### src/rtl/a5_1_pixel_decryptor.sv
`timescale 1ns/1ps
// a5_1_pixel_decryptor
// Receive-side A5/1 keystream engine for the encrypted image link.
// Three LFSRs (R1 19b, R2 22b, R3 23b) are loaded with the 64-bit session key
// and the 22-bit frame number, warmed up with majority clocking, and then
// produce keystream bytes that are XORed onto incoming cipher pixels.
//
// Ports
//   clk, reset              rising-edge clock, synchronous active-high reset
//   start                   1-cycle pulse; latches keys and restarts setup (IDLE/RUN only)
//   secret_key, public_key  Kc (64b) and frame number (22b), bit 0 loaded first
//   busy                    high during key / frame / warm-up setup
//   cipher_in/valid/ready   encrypted byte input stream
//   plain_out/valid/ready   decrypted byte output stream
//   dbg_state               current FSM state (IDLE=0 KEY=1 FRAME=2 WARM=3 RUN=4)
//
// Handshake: a byte moves on any rising edge where valid && ready. A producer
// holds its data stable while valid is high and ready is low; cipher_ready is
// never a function of cipher_valid.
module a5_1_pixel_decryptor #(
    parameter int WARMUP_CYCLES = 100
) (
    input  logic        clk,
    input  logic        reset,
    input  logic        start,
    input  logic [63:0] secret_key,
    input  logic [21:0] public_key,
    output logic        busy,
    input  logic [7:0]  cipher_in,
    input  logic        cipher_valid,
    output logic        cipher_ready,
    output logic [7:0]  plain_out,
    output logic        plain_valid,
    input  logic        plain_ready,
    output logic [2:0]  dbg_state
);

    localparam int SETUP_MAX = (WARMUP_CYCLES > 64) ? WARMUP_CYCLES : 64;
    localparam int CNT_W     = $clog2(SETUP_MAX) + 1;
    localparam logic [CNT_W-1:0] KEY_LAST   = CNT_W'(63);
    localparam logic [CNT_W-1:0] FRAME_LAST = CNT_W'(21);
    localparam logic [CNT_W-1:0] WARM_LAST  = CNT_W'(WARMUP_CYCLES - 1);

    typedef enum logic [2:0] {
        S_IDLE  = 3'd0,
        S_KEY   = 3'd1,
        S_FRAME = 3'd2,
        S_WARM  = 3'd3,
        S_RUN   = 3'd4
    } state_t;

    state_t           state, state_next;
    logic [CNT_W-1:0] cnt, cnt_next;

    logic [18:0] r1;
    logic [21:0] r2;
    logic [22:0] r3;
    logic [63:0] sk_q;
    logic [21:0] pk_q;
    logic [7:0]  ks_byte;
    logic [2:0]  ks_cnt;
    logic        ks_full;

    logic        start_ok;
    logic        accept;
    logic        maj;
    logic        load_bit;
    logic        ks_bit;
    logic [18:0] r1_step, r1_maj;
    logic [21:0] r2_step, r2_maj;
    logic [22:0] r3_step, r3_maj;

    // start is only honoured when no setup sequence is in flight.
    assign start_ok = start && (state == S_IDLE || state == S_RUN);
    assign busy     = (state == S_KEY) || (state == S_FRAME) || (state == S_WARM);
    assign cipher_ready = (state == S_RUN) && ks_full && (!plain_valid || plain_ready);
    assign accept   = cipher_valid && cipher_ready;
    assign dbg_state = state;

    // Plain shift of each register; feedback enters bit 0.
    assign r1_step = {r1[17:0], r1[13] ^ r1[16] ^ r1[17] ^ r1[18]};
    assign r2_step = {r2[20:0], r2[20] ^ r2[21]};
    assign r3_step = {r3[21:0], r3[7] ^ r3[20] ^ r3[21] ^ r3[22]};

    // Majority clocking: a register advances only if its clock bit agrees
    // with the majority of the three clock bits.
    assign maj    = (r1[8] & r2[10]) | (r1[8] & r3[10]) | (r2[10] & r3[10]);
    assign r1_maj = (r1[8]  == maj) ? r1_step : r1;
    assign r2_maj = (r2[10] == maj) ? r2_step : r2;
    assign r3_maj = (r3[10] == maj) ? r3_step : r3;
    assign ks_bit = r1_maj[18] ^ r2_maj[21] ^ r3_maj[22];

    // Key bit injected during the current load step (cnt is the step index).
    assign load_bit = (state == S_KEY) ? sk_q[cnt[5:0]] : pk_q[cnt[4:0]];

    always_ff @(posedge clk) begin
        if (reset) begin
            state <= S_IDLE;
            cnt   <= '0;
        end else begin
            state <= state_next;
            cnt   <= cnt_next;
        end
    end

    always_comb begin
        state_next = state;
        cnt_next   = cnt;
        case (state)
            S_IDLE: begin
                if (start) begin
                    state_next = S_KEY;
                    cnt_next   = '0;
                end
            end
            S_KEY: begin
                if (cnt == KEY_LAST) begin
                    state_next = S_FRAME;
                    cnt_next   = '0;
                end else begin
                    cnt_next = cnt + CNT_W'(1);
                end
            end
            S_FRAME: begin
                if (cnt == FRAME_LAST) begin
                    state_next = S_WARM;
                    cnt_next   = '0;
                end else begin
                    cnt_next = cnt + CNT_W'(1);
                end
            end
            S_WARM: begin
                if (cnt == WARM_LAST) begin
                    state_next = S_RUN;
                    cnt_next   = '0;
                end else begin
                    cnt_next = cnt + CNT_W'(1);
                end
            end
            S_RUN: begin
                if (start) begin
                    state_next = S_KEY;
                    cnt_next   = '0;
                end
            end
            default: begin
                state_next = S_IDLE;
                cnt_next   = '0;
            end
        endcase
    end

    // LFSRs and keystream byte buffer.
    always_ff @(posedge clk) begin
        if (reset) begin
            r1      <= '0;
            r2      <= '0;
            r3      <= '0;
            sk_q    <= '0;
            pk_q    <= '0;
            ks_byte <= '0;
            ks_cnt  <= '0;
            ks_full <= 1'b0;
        end else if (start_ok) begin
            sk_q    <= secret_key;
            pk_q    <= public_key;
            r1      <= '0;
            r2      <= '0;
            r3      <= '0;
            ks_byte <= '0;
            ks_cnt  <= '0;
            ks_full <= 1'b0;
        end else begin
            case (state)
                S_KEY, S_FRAME: begin
                    r1 <= r1_step ^ {18'd0, load_bit};
                    r2 <= r2_step ^ {21'd0, load_bit};
                    r3 <= r3_step ^ {22'd0, load_bit};
                end
                S_WARM: begin
                    r1 <= r1_maj;
                    r2 <= r2_maj;
                    r3 <= r3_maj;
                end
                S_RUN: begin
                    if (!ks_full) begin
                        // First bit of a byte ends up in bit 7.
                        r1      <= r1_maj;
                        r2      <= r2_maj;
                        r3      <= r3_maj;
                        ks_byte <= {ks_byte[6:0], ks_bit};
                        ks_cnt  <= ks_cnt + 3'd1;
                        if (ks_cnt == 3'd7) begin
                            ks_full <= 1'b1;
                        end
                    end else if (accept) begin
                        ks_full <= 1'b0;
                    end
                end
                default: begin
                end
            endcase
        end
    end

    // Output register: survives restarts so a pending byte is never lost.
    always_ff @(posedge clk) begin
        if (reset) begin
            plain_out   <= 8'h00;
            plain_valid <= 1'b0;
        end else if (accept) begin
            plain_out   <= cipher_in ^ ks_byte;
            plain_valid <= 1'b1;
        end else if (plain_ready) begin
            plain_valid <= 1'b0;
        end
    end

endmodule
### config.mk
export PLATFORM = sky130hd
export DESIGN_NAME = a5_1_pixel_decryptor
export DESIGN_NICKNAME = d
export VERILOG_FILES = /design/src/rtl/a5_1_pixel_decryptor.sv
export SDC_FILE = /design/constraint.sdc
export NUM_CORES = 1
export LEC_CHECK = 0
export CAP_MARGIN = 20
export CORE_ASPECT_RATIO = 0.75
export CORE_MARGIN = 3
export CORE_UTILIZATION = 30
export CTS_CLUSTER_DIAMETER = 40
export DETAILED_ROUTE_END_ITERATION = 10
export DONT_BUFFER_PORTS = 1
export PLACE_DENSITY_LB_ADDON = 0.12
export SYNTH_ARGS = -nofsm -noshare
export SYNTH_HDL_FRONTEND = slang
export SYNTH_SLANG_ARGS = --single-unit
export TNS_END_PERCENT = 50
### constraint.sdc
create_clock -name clk -period 2.38 [get_ports clk]
set_clock_uncertainty 0.15 [all_clocks]
set_input_delay 0.476 -clock clk [delete_from_list [all_inputs] [get_ports clk]]
set_output_delay 0.476 -clock clk [all_outputs]
set_load 0.03 [all_outputs]
After elaboration in Yosys (flattened, before gate mapping)

Cells that the tools add are included.

Output and inout bits: 14
Logic and storage cells: 98
Input bits: 99
Register bits: 182

Multiplexer cells: 29
Eq/ne operators: 16
$lt $le $gt $ge: 2
Add/sub/neg operators: 2
Bitwise gates (word level): 19
Reduce and logical (&&, ||, !) cells: 18

Operator list:

| kind                | number |
|---|---|
| $pmux 23 s3         | 1 |
| $pmux 22 s3         | 1 |
| $pmux 19 s3         | 1 |
| $mux 23             | 2 |
| $mux 22             | 2 |
| $mux 19             | 2 |
| $mux 8              | 4 |
| $pmux 8 s4          | 1 |
| $xor 23x1->23       | 1 |
| $xor 22x1->22       | 1 |
| $xor 19x1->19       | 1 |
| $mux 3              | 4 |
| $pmux 3 s4          | 1 |
| $xor 1x1->1         | 9 |
| $add 8x1->8 const B | 1 |
| $eq 8x5->1 const B  | 1 |
| $eq 8x6->1 const B  | 1 |
| $eq 8x7->1 const B  | 1 |
| $mux 1              | 8 |
| $ne 2x1->1 const B  | 4 |
| $xor 8x8->8         | 1 |
| $lt 6x7->1 const B  | 1 |
| $bmux 1 s6          | 1 |
| $eq 3x2->1 const B  | 2 |
| 19 further kinds    | 34 |

Logic depth before layout (Yosys ltp)

Gate-level depths: netlist (run 1).

Depth after elaboration: 7
Depth in mapped cells: 12
Mapped depth without buffers: 9

Least setup slack after synthesis (run 1)

OpenSTA, ideal clock, no wires.

Kind: reg2reg
Start: register state[1], in the netlist dbg_state[1]
End: register r3[0]
Arrival: 2.239 ns
Library setup time: 0.095 ns
Stages on the path, launching flop included: 7
Data required time: 2.135 ns
Clock period less this slack: 2.484 ns
Buffers on the path: 0
Setup slack: -0.104 ns
Cells stage by stage: dfxtp_1 > nor2_2 > nor2_1 > nor2_1 > a21o_1 > or4_1 > o311ai_1

Cells in the longest elaborated chain, start to end: 4
Elaborated cells between the ends (all ways): 15
Classes of those cells: eq/ne: 5; mux: 2; bitwise: 1; reduce/logical: 7

Ends and longest elaborated chain:

| element                                     | line    | RTL |
|---|---|---|
| from (decl)                                 | 52      | `state_t state, state_next;` |
| from (signal assigned)                      | 101     | `state <= state_next;` |
| $eq 3x1->1, or another cell as far along    | 94, 174 |  |
| $mux 1, or another cell as far along        | 94      | `assign load_bit = (state == S_KEY) ? sk_q[cnt[5:0]] : pk_q[cnt[4:0]];` |
| $xor 23x1->23, or another cell as far along | 178     | `r3 <= r3_step ^ {22'd0, load_bit};` |
| $pmux 23 s3, or another cell as far along   | 174     | `case (state)` |
| to (signal assigned)                        | 178     |  |
| to (signal assigned)                        | 183     | `r3 <= r3_maj;` |
| to (signal assigned)                        | 190     | `r3 <= r3_maj;` |
| to (decl)                                   | 57      | `logic [22:0] r3;` |

Several ways; a longest one is shown, not always the timed one.
A chain may end at the register's enable or synchronous reset.

Worst setup path in the final report (run 1)

Start: register cnt[1]
End: register r2[0]

Cells in the longest elaborated chain, start to end: 5
Elaborated cells between the ends (all ways): 7
Classes of those cells: mux: 6; bitwise: 1

Ends and longest elaborated chain:

| element                                         | line | RTL |
|---|---|---|
| from (decl)                                     | 53   | `logic [CNT_W-1:0] cnt, cnt_next;` |
| from (signal assigned)                          | 102  | `cnt <= cnt_next;` |
| $bmux 1 s6 / $bmux 1 s5 (equally long branches) | 94   |  |
| $mux 1 (not written as such)                    | 94   |  |
| $mux 1 (*)                                      | 94   |  |
| $xor 22x1->22 (*)                               | 177  | `r2 <= r2_step ^ {21'd0, load_bit};` |
| $pmux 22 s3 (*)                                 | 174  |  |
| to (signal assigned)                            | 177  |  |
| to (signal assigned)                            | 182  | `r2 <= r2_maj;` |
| to (signal assigned)                            | 189  | `r2 <= r2_maj;` |
| to (decl)                                       | 56   | `logic [21:0] r2;` |

Mark *: on every way between the ends. The rest lies on a longest branch, timed or not. The select of a mux whose other input is x is not followed.

==> results.toml, run 1 <==
[floorplan]
num_rows = 50
dieArea_um2 = 27600
ioPinCount = 113
chipHeight_um = 145
initial_core_util = 0.306
core_area_um2 = 25100
die_x_um = 191

[layout]
diodes = 0
area.growth.synth_to_final_pct = 18.7
fillers = 2639
nNetsFinal = 1075
drive_above_1_share = 0.142
finish.instance_area_um2 = 9110
fin_cells = 1320

[worst_setup_path]
critPathRequiredTime_ns = 2.57
crit_buf_inv = 3
cp_top_family = "simple AND/OR/NAND/NOR gates"
end_kind = "register"
crit_arrival_ns = 2.67
crit_top_cell = "buf_4"
cpPeakStageDelay_ns = 0.51
path_class = "register to register"
slowest_stage = "or4_1"
start_kind = "register"
path_cells = "bufbuf_16 -> buf_4 -> mux2i_1 -> nand3_1 -> and4b_1 -> nor4_4 -> a21o_1 -> buf_4 -> or4_1 -> o311ai_1"
path_max_fanout = 5

[power_and_ir_drop]
peakVddDrop_mv = 0.512
internal_power_mw = 4.84
combPwrFrac = 0.079
p_sw_frac = 0.263
power_frac_clock = 0.434
p_seq_frac = 0.487
cellPowerDensity_nw_per_um2 = 720
switchingPower_mw = 1.72
p_leak_nw = 3.11

[synthesis]
synth-edff-count = 0
seq_area_frac_synth = 0.475
syn-cell-area_um2 = 7680
async_reset_ff_frac = 0
syn-instance-count = 953
synth.net_count = 1059
avgSynthCellArea_um2 = 8.05
synth.distinct_cells = 53
synth.ff_latch_count = 182
yosys_most_used_dff = "dfxtp_1"
yosys_warnings = 0

[timing]
maxSlewViolCount = 0
whs_ns = -0.00542
timing.fmax_mhz = 402
finalCriticalPeriod_ns = 2.49
slew-limit-headroom = 0.478
setup_viol_count_final = 3
fin_ws_ns = -0.107
rsz0062_at_grt = "true"
finalCritPeriodShare = 1.04
worst_slew_pin_slew_ns = 0.783
hold_viol = 9

[cts]
cts_buffers = 17
path_clk_slew_ns = 0.08
cts_buffer_depth = 2
root_buffer = "clkbuf_16"
insertion_delay_ns = 0.43
clock_sinks = 182
cts_tree = "yes"
cts-htree-levels = 4

[global_routing]
grt_usage = 0.147
overflow = 0
antenna_found_initial = 0
grt_pass1_vias = 6154
grt_max_degree = 109
grt_pass1_wl_um = 32400

[detailed_routing]
drt_iter0_markers = 373
wire_per_inst_um = 15.1
post_drt_via_cell_ratio = 4.81
remaining_drc_errors = 0
first_pass_iters = 4
vias = 6347
drt_wl_total_um = 19900
postRouteAntennaNets = 0

[placement]
dpl_cell_area_um2 = 8300
dp_cells = 1280
dp_slack_ns = -0.193
dpl.hpwl_um = 13500
gp_congestion = 0.809
port_buffers = 0

[status]
status = "finished, violations left"
violations = "negative hold slack, negative setup slack"

[min_path]
hold_class = "input port to register"

[run]
cap_violations = 0
[worst register-to-register path: cells and delay by family, from the launching register on]
family                 cells  cell delay (ns)
DFF                        1             0.38
buffers and inverters      3             0.53
and+or+nand+nor            4             0.93
AOI/OAI and AO/OA          2             0.29
muxes                      1             0.12
[power groups by stage]
stage	logic [mW]	registers [mW]	clock network [mW]
after floorplan	0.367	3.25	0
after global placement	0.488	3.27	0
after detailed placement	0.488	3.27	0
after CTS	0.504	3.19	2.95
after global routing	0.591	3.21	3.06
final	0.522	3.19	2.85
[registers in the layout, indices dropped and copies added, names as in the netlist]
| register | count |
|---|---|
| ks_byte | 8 |
| r1 | 19 |
| cnt | 8 |
| sk_q | 64 |
| r2 | 22 |
| pk_q | 22 |
| dbg_state | 3 |
| ks_full | 1 |
| plain_out | 8 |
| ks_cnt | 3 |
| plain_valid | 1 |
| r3 | 23 |
[area by class of cell]
type,instances,area [µm²],share of cell area
clock buffer,17,425,0.0467
clock inverter,15,161,0.0177
tap,338,423,0.0464
timing repair buffer,65,611,0.0670
inverter,4,18.8,0.00206
multi-input combinational,699,3830,0.420
sequential,182,3650,0.400
[cell usage after synthesis (all sizes together) (2+ instances only)]
master	instances	area [µm²]
and2	2	12.5
buf	20	134
nand2b	6	37.5
a2111oi	4	41.3
xnor2	18	158
a311oi	4	35.0
a21o	4	30.0
mux2i	16	160
mux4	12	282
nor2b	4	25.0
dfxtp	182	3640
o311ai	3	26.3
o21ai	8	43.8
a211oi	8	60.1
clkbuf	48	180
a31oi	6	37.5
and3	3	18.8
nand2	321	1200
and4b	2	20.0
a21oi	177	890
or3	3	18.8
nor4	7	50.1
a311o	2	20.0
mux2	4	45.0
nand3	9	45.0
nor3b	6	45.0
inv	4	15.0
nor3	3	15.0
ha	7	87.6
or4	3	22.5
nand3b	3	22.5
nor2	44	168
[metrics by stage]
stage | setup TNS, ns | total power [mW] | util
floorplan | -0.116 | 3.61 | -
global placement | -0.452 | 3.76 | 0.331
detailed placement | -0.759 | 3.75 | 0.331
CTS | -0.280 | 6.65 | 0.359
global route | -0.869 | 6.86 | 0.363
finish | -0.298 | 6.56 | 0.363
[kinds of logic (layout without fill, tap and decap cells)]
group | after synthesis | after routing | share of synthesized area
AO/OA/AOI/OAI | 219 | 219 | 0.157
multiplexers | 32 | 32 | 0.0634
XOR/XNOR | 18 | 18 | 0.0205
buffers and inverters | 72 | 101 | 0.0429
AND/OR/NAND/NOR | 422 | 422 | 0.229
adder cells (fa/ha/maj) | 8 | 8 | 0.0127
flip-flops | 182 | 182 | 0.475
[per-layer routing]
metal  vias to the layer above  track usage  wire length, µm
met5                         -            0                0
met4                         0       0.0324              159
met3                        11       0.0376             1070
met2                       123        0.210             8060
met1                      2954        0.222            10600
li1                       3259            -                -
[timing repair]
item / in CTS / in global routing
endpoints found under the hold margin: 106 / 45
setup buffers: 3 / 1
setup endpoints to repair: 10 / 12
pin swaps: 7 / 3
hold buffers: 2 / 1
resized for setup: 10 / 18
gates cloned: 1 / 1
[cells in the final DEF, fill, tap and decap left out, types with 6 or more instances in the layout]
cell,instances
ha_1,6
nor2_1,40
clkbuf_16,17
mux4_2,9
buf_4,52
dfxtp_1,180
a211oi_1,7
nand3_1,9
o21ai_0,6
buf_12,7
mux2i_1,16
nand2_1,320
xnor2_1,18
a21oi_1,176
[path summary, 6_finish.rpt]
| kind | from | to | slack [ns] | cells past startpoint |
|---|---|---|---|---|
| max | cnt[1]$_SDFFE_PP0N_ | r2[0]$_SDFFE_PP0P_ | -0.11 | 10 |
| min | reset | sk_q[25]$_SDFFE_PP0P_ | -0.005 | 1 |
| max reg2reg | cnt[1]$_SDFFE_PP0N_ | r2[0]$_SDFFE_PP0P_ | -0.11 | 10 |
| min reg2reg | sk_q[19]$_SDFFE_PP0P_ | sk_q[19]$_SDFFE_PP0P_ | 0.30 | 2 |
Note: power is estimated with default switching activity, not from simulation.
==> inputs of run 2 (changes only) <==
- CORE_MARGIN: 3 -> 4
- SKIP_CTS_REPAIR_TIMING: default -> 1
==> run 2 against run 1 <==
Against the previous run:
- the flow finishes with violations (negative setup slack)
- core utilization increased by 0.40 points
- critical path depth unchanged
- combinational power grew 7.5%
- fmax is 2.1% lower
- global-route usage shrank 0.34 points
- register-to-register slack worse by 0.05 ns
- cell count rose by 0.61%
- wire length grew 2.1%
- cell area up 1.1%
- critical endpoint is now r3[0]$_SDFFE_PP0P_
- largest cell class unchanged
==> results.toml, run 2 (synthesized netlist as in run 1, its figures left out) <==
[floorplan]
num_rows = 50
ioPinCount = 113
initial_core_util = 0.306
chipHeight_um = 147
dieArea_um2 = 28200
die_x_um = 193
core_area_um2 = 25100

[layout]
largest_reg_flops = 64
nNetsFinal = 1083
diodes = 0
final_common_cell = "nand2_1"
reg_top3 = "sk_q (64), r3 (23)"
multi_input_area_um2 = 3850
largest_register = "sk_q"
drive_above_1_share = 0.152
fin_cells = 1328
mostFrequentLayoutCells = "nand2_1, dfxtp_1, a21oi_1"
regArea_um2 = 3650
area.growth.synth_to_final_pct = 20.1
fillers = 2625
finish.instance_area_um2 = 9220

[worst_setup_path]
path_class = "register to register"
path_max_fanout = 8
start_kind = "register"
end_kind = "register"
critPathRequiredTime_ns = 2.53
crit_arrival_ns = 2.69

[detailed_routing]
wire_per_inst_um = 15.3
post_drt_via_cell_ratio = 4.79
first_pass_iters = 4
postRouteAntennaNets = 0
drt_wl_total_um = 20300
vias = 6356
drt_iter0_markers = 373
remaining_drc_errors = 0

[cts]
cts_tree = "yes"
cts-htree-levels = 4
insertion_delay_ns = 0.44
cts_buffers = 17
root_buffer = "clkbuf_16"
cts_buffer_depth = 2
clock_sinks = 182
path_clk_slew_ns = 0.07

[placement]
dp_cells = 1289
dpl_cell_area_um2 = 8380
gp_congestion = 0.797
port_buffers = 0
dpl.hpwl_um = 14000

[global_routing]
grt_usage = 0.144
grt_max_degree = 109
grt_pass1_vias = 5964
antenna_found_initial = 0
overflow = 0
grt_pass1_wl_um = 32500

[timing]
finalCritPeriodShare = 1.07
timing.fmax_mhz = 394
fin_ws_ns = -0.160
worst_slew_pin_slew_ns = 0.659
maxSlewViolCount = 0
rsz0062_at_grt = "true"
finalCriticalPeriod_ns = 2.54
slew-limit-headroom = 0.558
fin_tns_setup_ns = -0.452
setup_viol_count_final = 3
hold_viol = 0

[run]
cap_violations = 0

[status]
status = "finished, violations left"
violations = "negative setup slack"

[power_and_ir_drop]
cellPowerDensity_nw_per_um2 = 720
power.total_mw = 6.64
peakVddDrop_mv = 0.496
p_leak_nw = 3.17

[min_path]
hold_class = "input port to register"
-- run 2: cell count changes in the layout (fill, tap and decap cells not counted), moves of 3 or more --
cell	previous run	this run
o21ai_0	6	1
o311ai_2	0	3
o21ai_1	0	5
or4_1	3	0
buf_4	52	61
o311ai_1	3	0
or4_4	0	3
inv_8	5	2
-- run 2: critical path, cell delays in order (launching register included) --
cell      delay (ns)
dfxtp_4         0.38
buf_12          0.13
mux2_4          0.29
or3_1           0.31
and4b_1         0.23
nor4_4          0.35
buf_4           0.17
a21o_4          0.10
buf_6           0.10
or4_4           0.11
o311ai_2        0.10
-- run 2: cell type report --
class                      instances  area share
timing repair buffer              73      0.0743
clock inverter                    15      0.0185
sequential                       182       0.396
tap                              338      0.0459
multi-input combinational        699       0.418
inverter                           4     0.00163
clock buffer                      17      0.0462
-- run 2: per-layer routing --
metal,vias to the layer above,track usage,share of wire
met5,-,0,0
met4,0,0.0364,0.0086
met3,13,0.0394,0.051
met1,2968,0.230,0.55
li1,3268,-,-
met2,107,0.185,0.39
-- run 2: worst paths after layout --
path / start / end / slack, ns / cells past startpoint
max: cnt[1]$_SDFFE_PP0N_ / r3[0]$_SDFFE_PP0P_ / -0.16 / 10
min: secret_key[16] / sk_q[16]$_SDFFE_PP0P_ / 0.02 / 2
min reg2reg: r3[15]$_SDFFE_PP0P_ / r3[15]$_SDFFE_PP0P_ / 0.30 / 2
max reg2reg: cnt[1]$_SDFFE_PP0N_ / r3[0]$_SDFFE_PP0P_ / -0.16 / 10
-- run 2: power breakdown --
part / switching [mW] / internal [mW] / leakage (nW) / total [mW]
Combinational: 0.336 / 0.225 / 1.41 / 0.561
Clock: 1.31 / 1.57 / 0.280 / 2.88
Sequential: 0.0567 / 3.14 / 1.48 / 3.20
Total: 1.70 / 4.94 / 3.17 / 6.64
-- run 2: per-stage QoR --
stage / hold slack, ns / util / worst slack (ns)
2_1_floorplan: 0.282 / - / -0.0146
6_report: 0.0151 / 0.367 / -0.160
5_1_grt: 0.000725 / 0.367 / -0.253
3_3_place_gp: 0.286 / 0.334 / -0.337
4_1_cts: -0.0651 / 0.358 / -0.387
3_5_place_dp: 0.287 / 0.334 / -0.360
==> inputs of run 3 (changes only) <==
- PLACE_DENSITY_LB_ADDON: 0.12 -> default
==> run 3 against run 2 <==
Against the previous run:
- the run ends with negative hold slack, negative setup slack left
- die area is the same
- core utilization shrank 0.88 points
- register-to-register slack gained 0.04 ns
- largest power group unchanged
==> results.toml, run 3 (synthesized netlist as in run 1, its figures left out) <==
[status]
status = "finished, violations left"
violations = "negative hold slack, negative setup slack"

[cts]
cts-htree-levels = 4
clock_sinks = 182
cts_buffers = 17
cts_buffer_depth = 2
cts_tree = "yes"
root_buffer = "clkbuf_16"
path_clk_slew_ns = 0.08
insertion_delay_ns = 0.43

[timing]
maxSlewViolCount = 0
slew-limit-headroom = 0.600
whs_ns = -0.0281
finalCriticalPeriod_ns = 2.50
worst_slew_pin_slew_ns = 0.596
fin_ws_ns = -0.117
hold_viol = 9
rsz0062_at_grt = "true"
finalCritPeriodShare = 1.05
timing.fmax_mhz = 401
setup_viol_count_final = 3

[detailed_routing]
drt_wl_total_um = 19700
post_drt_via_cell_ratio = 4.86
wire_per_inst_um = 15.0
drt_iter0_markers = 606
remaining_drc_errors = 0
first_pass_iters = 7
postRouteAntennaNets = 0
vias = 6365

[global_routing]
grt_pass1_vias = 5783
antenna_found_initial = 0
overflow = 0
grt_max_degree = 109
grt_usage = 0.136
grt_pass1_wl_um = 30900

[power_and_ir_drop]
cellPowerDensity_nw_per_um2 = 719
p_leak_nw = 3.06
peakVddDrop_mv = 0.550
power.total_mw = 6.47

[worst_setup_path]
rr_worst_depth = 10
path_class = "register to register"
slowest_stage = "or4_4"
path_max_fanout = 9
timing.rr.start = "cnt[0]$_SDFFE_PP0N_"
cp_top_family = "simple AND/OR/NAND/NOR gates"
crit_buf_inv = 3
path_cells = "buf_12 -> mux4_2 -> nand3b_1 -> a31oi_2 -> nor4_2 -> buf_4 -> a21o_1 -> buf_6 -> or4_4 -> o311ai_2"
end_kind = "register"
rrSetupSlack_ns = -0.12
crit_arrival_ns = 2.68
cp-startpoint = "cnt[0]$_SDFFE_PP0N_"
timing.rr.end = "r3[0]$_SDFFE_PP0P_"
critPathRequiredTime_ns = 2.57
start_kind = "register"
cpPeakStageDelay_ns = 0.50

[min_path]
whs_endpoint = "pk_q[8]$_SDFFE_PP0P_"
whs_path_depth = 1
hold_path.startpoint = "reset"
hold_class = "input port to register"

[placement]
dp_cells = 1271
dp_slack_ns = -0.215
gp_congestion = 0.812
port_buffers = 0
dpl.hpwl_um = 13600
dpl_cell_area_um2 = 8220

[layout]
finish.instance_area_um2 = 9000
fin_util = 0.359
fin_cells = 1311
final_common_cell = "nand2_1"
largest_reg_flops = 64
fillers = 2574
area.growth.synth_to_final_pct = 17.2
drive_above_1_share = 0.128
diodes = 0
mostFrequentLayoutCells = "nand2_1, dfxtp_1, a21oi_1"
regArea_um2 = 3650
nNetsFinal = 1066
reg_top3 = "sk_q (64), r3 (23)"
multi_input_area_um2 = 3820
largest_register = "sk_q"

[floorplan]
chipHeight_um = 147
num_rows = 50
die_x_um = 193
core_area_um2 = 25100
ioPinCount = 113
initial_core_util = 0.306
dieArea_um2 = 28200

[run]
cap_violations = 0
## run 3: cell count changes in the layout (fill, tap and decap cells not counted), sizes merged
cell,before,now
clkinv,5,3
clkbuf,17,19
clkinvlp,4,2
inv,8,12
bufinv,2,0
dlygate4sd3,2,6
buf,71,50
## run 3: how the worst max path moves through the flow
stage	cells past startpoint	to	slack, ns
final	10	r3[0]$_SDFFE_PP0P_	-0.12
after global routing	9	r3[0]$_SDFFE_PP0P_	-0.20
after CTS	9	r1[0]$_SDFFE_PP0P_	-0.26
after detailed placement	9	r1[0]$_SDFFE_PP0P_	-0.22
after global placement	10	r1[0]$_SDFFE_PP0P_	-0.10
after floorplan	7	plain_out[7]$_SDFFE_PP0P_	-0.01
## run 3: through the flow
stage               hold WS [ns]  setup TNS, ns
global placement           0.289         -0.282
finish                   -0.0281         -0.250
detailed placement         0.291         -0.606
floorplan                  0.282         -0.116
global route             -0.0418         -0.863
CTS                      -0.0496         -0.733
## run 3: routing by layer
metal / track usage / vias up / routed length, µm
li1: - / 3218 / -
met1: 0.207 / 2984 / 10100
met2: 0.191 / 144 / 8390
met3: 0.0292 / 19 / 998
met4: 0.0396 / 0 / 204
met5: 0 / - / 0
## run 3: worst reg2reg max path, cell delays in order (launching register included)
cell,delay [ns]
dfxtp_4,0.37
buf_12,0.14
mux4_2,0.34
nand3b_1,0.10
a31oi_2,0.18
nor4_2,0.06
buf_4,0.15
a21o_1,0.19
buf_6,0.13
or4_4,0.50
o311ai_2,0.09
## run 3: report_power, final
part           internal (mW)  total [mW]  leakage [nW]  switching (mW)
clock                   1.45        2.78         0.283            1.33
sequential              3.14        3.20          1.48          0.0622
combinational          0.194       0.485          1.30           0.291
## run 3: cell type report
cell class	instances	share of cell area
sequential	182	0.406
tap	338	0.0470
clock buffer	19	0.0503
timing repair buffer	56	0.0563
inverter	4	0.00167
multi-input combinational	699	0.424
clock inverter	13	0.0146
